<file path="config.mk">
export PLATFORM = sky130hd
export DESIGN_NAME = alu
export DESIGN_NICKNAME = d
export VERILOG_FILES = /design/src/rtl/alu.sv
export SDC_FILE = /design/constraint.sdc
export NUM_CORES = 1
export LEC_CHECK = 0
export CAP_MARGIN = 10
export CORE_UTILIZATION = 30
export DETAILED_ROUTE_END_ITERATION = 8
export GPL_TIMING_DRIVEN = 0
export PLACE_DENSITY = 0.49
export SYNTH_ARGS = -nofsm -noshare
export SYNTH_HDL_FRONTEND = slang
export SYNTH_SLANG_ARGS = --single-unit
</file>
<file path="constraint.sdc">
create_clock -name clk -period 9 [get_ports clk]
set_clock_uncertainty 0.1 [all_clocks]
set_input_delay 1.35 -clock clk [delete_from_list [all_inputs] [get_ports clk]]
set_output_delay 1.35 -clock clk [all_outputs]
set_load 0.01 [all_outputs]
</file>
<file path="src/rtl/alu.sv">
// -----------------------------------------------------------------------------
// alu -- 32-bit registered arithmetic/logic unit for the execute stage.
//
// Each cycle with En=1 the unit samples A, B and Op. It registers the result
// and its flags, so they are visible from the following clock edge. It makes
// no stall decisions.
//
// Handshake: En is a one-cycle "accept" strobe with no back-pressure, because
// the unit is always ready. Valid goes high for exactly the cycle after each
// accepted En. With En=0 the result and flags hold, and Valid drops.
//
// Ports:
//   clk    rising-edge clock
//   rst    synchronous, active-high reset (wins over En)
//   En     sample A/B/Op this cycle
//   A      operand A; also the sole operand for NOT, shifts and rotates
//   B      operand B (ignored for NOT, shifts and rotates)
//   Op     4-bit opcode
//   Out    registered result
//   Zero   registered, 1 when Out == 0
//   Carry  registered unsigned carry (ADD) or no-borrow (SUB), else 0
//   Ovf    registered two's-complement overflow (ADD/SUB), else 0
//   Valid  registered, 1 the cycle after an accepted En
// -----------------------------------------------------------------------------
module alu (
  input  logic        clk,
  input  logic        rst,
  input  logic        En,
  input  logic [31:0] A,
  input  logic [31:0] B,
  input  logic [3:0]  Op,
  output logic [31:0] Out,
  output logic        Zero,
  output logic        Carry,
  output logic        Ovf,
  output logic        Valid
);

  localparam logic [3:0] OP_ADD = 4'b0000;
  localparam logic [3:0] OP_SUB = 4'b0001;
  localparam logic [3:0] OP_AND = 4'b0010;
  localparam logic [3:0] OP_OR  = 4'b0011;
  localparam logic [3:0] OP_NOT = 4'b0100;
  localparam logic [3:0] OP_SRA = 4'b1000;
  localparam logic [3:0] OP_SLL = 4'b1001;
  localparam logic [3:0] OP_SRL = 4'b1010;
  localparam logic [3:0] OP_ROL = 4'b1100;
  localparam logic [3:0] OP_ROR = 4'b1101;

  // ADD and SUB share one 33-bit adder.
  // For SUB the adder computes A + ~B + 1, so bit 32 is the no-borrow flag.
  logic        is_sub;
  logic [31:0] add_b;
  logic [32:0] sum;

  assign is_sub = (Op == OP_SUB);
  assign add_b  = is_sub ? ~B : B;
  assign sum    = {1'b0, A} + {1'b0, add_b} + {32'd0, is_sub};

  logic [31:0] res;
  logic        res_c;
  logic        res_v;

  always_comb begin
    res   = 32'd0;
    res_c = 1'b0;
    res_v = 1'b0;
    case (Op)
      OP_ADD: begin
        res   = sum[31:0];
        res_c = sum[32];
        // Operands agree in sign, but the result does not.
        res_v = (A[31] == B[31]) && (sum[31] != A[31]);
      end
      OP_SUB: begin
        res   = sum[31:0];
        res_c = sum[32];
        // Operands differ in sign, and the result left A's sign.
        res_v = (A[31] != B[31]) && (sum[31] != A[31]);
      end
      OP_AND:  res = A & B;
      OP_OR:   res = A | B;
      OP_NOT:  res = ~A;
      OP_SRA:  res = {A[31], A[31:1]};
      OP_SLL:  res = {A[30:0], 1'b0};
      OP_SRL:  res = {1'b0, A[31:1]};
      OP_ROL:  res = {A[30:0], A[31]};
      OP_ROR:  res = {A[0], A[31:1]};
      default: res = 32'd0;
    endcase
  end

  always_ff @(posedge clk) begin
    if (rst) begin
      Out   <= 32'd0;
      Zero  <= 1'b1;
      Carry <= 1'b0;
      Ovf   <= 1'b0;
      Valid <= 1'b0;
    end else begin
      Valid <= En;
      if (En) begin
        Out   <= res;
        Zero  <= (res == 32'd0);
        Carry <= res_c;
        Ovf   <= res_v;
      end
    end
  end

endmodule

</file>
==> metrics.yaml <==
status: "finished, final reports clean"
min_period_ns: 6.51
synthArstFlopShare: 0
synth.distinct_cells: 70
cp-start-kind: "primary input"
yosysTopAreaCellShare: 0.145
gp_congestion: 0.906
power_leakage_nw: 2.40
slowest_stage: "buf_1"
grt_max_degree: 11
min_path_type: "reg2reg"
cts.sinks: 36
dr.pass1.iters: 5
r2r_slack_ns: 8.09
worst_slew_pin_slew_ns: 0.917
insertedDiodeCount: 0
synth_area_sq_mm: 0.00496
grt-busiest-layer: "met2"
crit_type: "in2reg"
r2r_start: "Out[24]"
synth.yosys.seq_area_share: 0.145
slew_headroom: 0.389
rr_worst_depth: 2
yosysWarnings: 0
fmax_mhz: 153
ctsHoldBuffers: 0
cp_slowest_stage_delay_ns: 0.73
gr-usage-all-layers: 0.240
min_from: "Out[12]"
crit_chain: "clkdlybuf4s50_1, nor4b_1, buf_2, buf_1, xor2_1, ha_1, a21oi_2, o221ai_1, a2111oi_2, nand3_1, nand2_1, xor2_1, o221ai_1, nor4_1, and4_1, a31o_1"
cts-root-buf: "clkbuf_16"
detail-route-antenna-nets: 0
period_share: 0.724
dieWidth_um: 131
antenna_found_initial: 0
vdd_drop_max_mv: 0.0520
drcViolationCount: 0
synth_nets: 797
via_per_inst: 5.73
required_ns: 9.12
syn_inst: 688
vias: 5810
whs_path_depth: 2
whs_ns: 0.373
fin_util: 0.400
avgSynthCellArea_sq_um: 7.21
overflow: 0
grt_pass1_vias: 5402
min_to: "Out[12]"
post-dp-hpwl_um: 16300
clk_latency_ns: 0.27
path_max_fanout: 10
rr_endpoint: "Out[24]"
synth_top_area_cell: "dfxtp_1"
core_sq_mm: 0.0160
cp-end-kind: "flip-flop"
synth-main-ff-cell: "dfxtp_1"
avgRoutedWirePerCell_um: 20.3
synth-edff-count: 0
io_buffers: 102
cts_resized: 0
grtUsageMet2: 0.396
rows: 46
max-cap-violations: 0
nets: 906
synth_common_cells: "nor2_1, nand2_1, a21oi_1"
clockBufferDepth: 2
drt_iter0_markers: 448
setup_viol: 0
slew_violations: 0
rsz0062_at_grt: "false"
synthTopCellsByArea: "dfxtp_1, ha_1, xor2_1, a21oi_1, maj3_1"
path_buf_inv: 3
die_area_sq_mm: 0.0171
yosysMostFrequentCell: "nor2_1"
finalWirelength_um: 20500
arrival_ns: 6.64
crit_family: "buffers and inverters"
timing.setup.tns_ns: 0
grtUsageMet1: 0.336
die_h_um: 131
initial_utilization: 0.310
numCtsBuffers: 5
drive_gt1_frac: 0.0363
hold_viol_final: 0
grt_use_met3: 0.0167
syn_to_final_growth_pct: 29.0
grt_pass1_wl_um: 30900
pin_count: 107
synth_seq_cells: 36
htree_levels: 2
clkTransAtPathRegs_ns: 0.05
cts_setup_buffers: 0
cellPowerDensity_mw_per_mm2: 115
cts_tree: "yes"
==> power breakdown <==
group	total, W	leakage (nW)	switching [W]	internal [W]
combinational	0.000387	2.03	0.000226	0.000161
clock	0.000170	0.0712	0.0000594	0.000110
sequential	0.000178	0.297	0.00000637	0.000171
total	0.000735	2.40	0.000292	0.000443
==> worst max-delay path by stage <==
stage                     start   end  slack [ns]  cells after the start
final                     Op[1]  Zero        2.49                     16
after global routing      Op[1]  Zero        2.21                     16
after CTS                 Op[1]  Zero        2.50                     17
after detailed placement  Op[1]  Zero        2.21                     17
after global placement    Op[1]  Zero        2.20                     17
after floorplan           Op[2]  Zero        3.69                     16
==> layout make-up <==
| type | instances | area [sq um] |
|---|---|---|
| fill | 1752 | 9600 |
| multi-input combinational | 589 | 4000 |
| timing repair buffer | 102 | 1020 |
| sequential | 36 | 721 |
| tap | 216 | 270 |
| buffer | 47 | 185 |
| clock buffer | 8 | 146 |
| inverter | 16 | 60.1 |
==> sequential cells by signal (all words and copies together), names as in the netlist <==
register and flops:
Zero 1, Out 32, Valid 1, Ovf 1, Carry 1
==> per-stage QoR <==
step | setup WS (ns) | total power [W] | instance area (sq um) | std cells
finish | 2.49 | 0.000735 | 6400 | 1014
global placement | 2.20 | 0.000561 | 6250 | 1006
CTS | 2.50 | 0.000732 | 6400 | 1014
floorplan | 3.69 | 0.000416 | 4960 | 688
global route | 2.21 | 0.000777 | 6400 | 1014
detailed placement | 2.21 | 0.000561 | 6250 | 1006
==> kinds of logic (layout without fill, tap and decap cells) <==
kind of cell | after synthesis | after routing | synth area share
fa+ha+maj | 67 | 67 | 0.156
buf+inv | 63 | 173 | 0.0494
mux | 11 | 11 | 0.0229
simple gates | 213 | 213 | 0.196
xor+xnor | 54 | 54 | 0.0953
flops | 36 | 36 | 0.145
compound gates | 244 | 244 | 0.335
==> layout by cell type (no fill, tap or decap), types with 29 or more instances in the layout <==
master,n
ha_1,37
maj3_1,29
o21ai_0,36
nor2_1,75
clkdlybuf4s50_1,102
dfxtp_1,36
a211oi_1,30
clkbuf_1,32
nand2_1,65
a21oi_1,63
xor2_1,40
==> metal layers <==
metal	wire, um	part of all wire
met5	0	0
met2	9220	0.45
met4	372	0.018
met3	1340	0.065
met1	9620	0.47
==> worst reg2reg max path, stage by stage, from the launching register on <==
cell	delay, ns
dfxtp_1	0.31
or2_2	0.27
o211a_1	0.13
(Power assumes the default switching activity.)
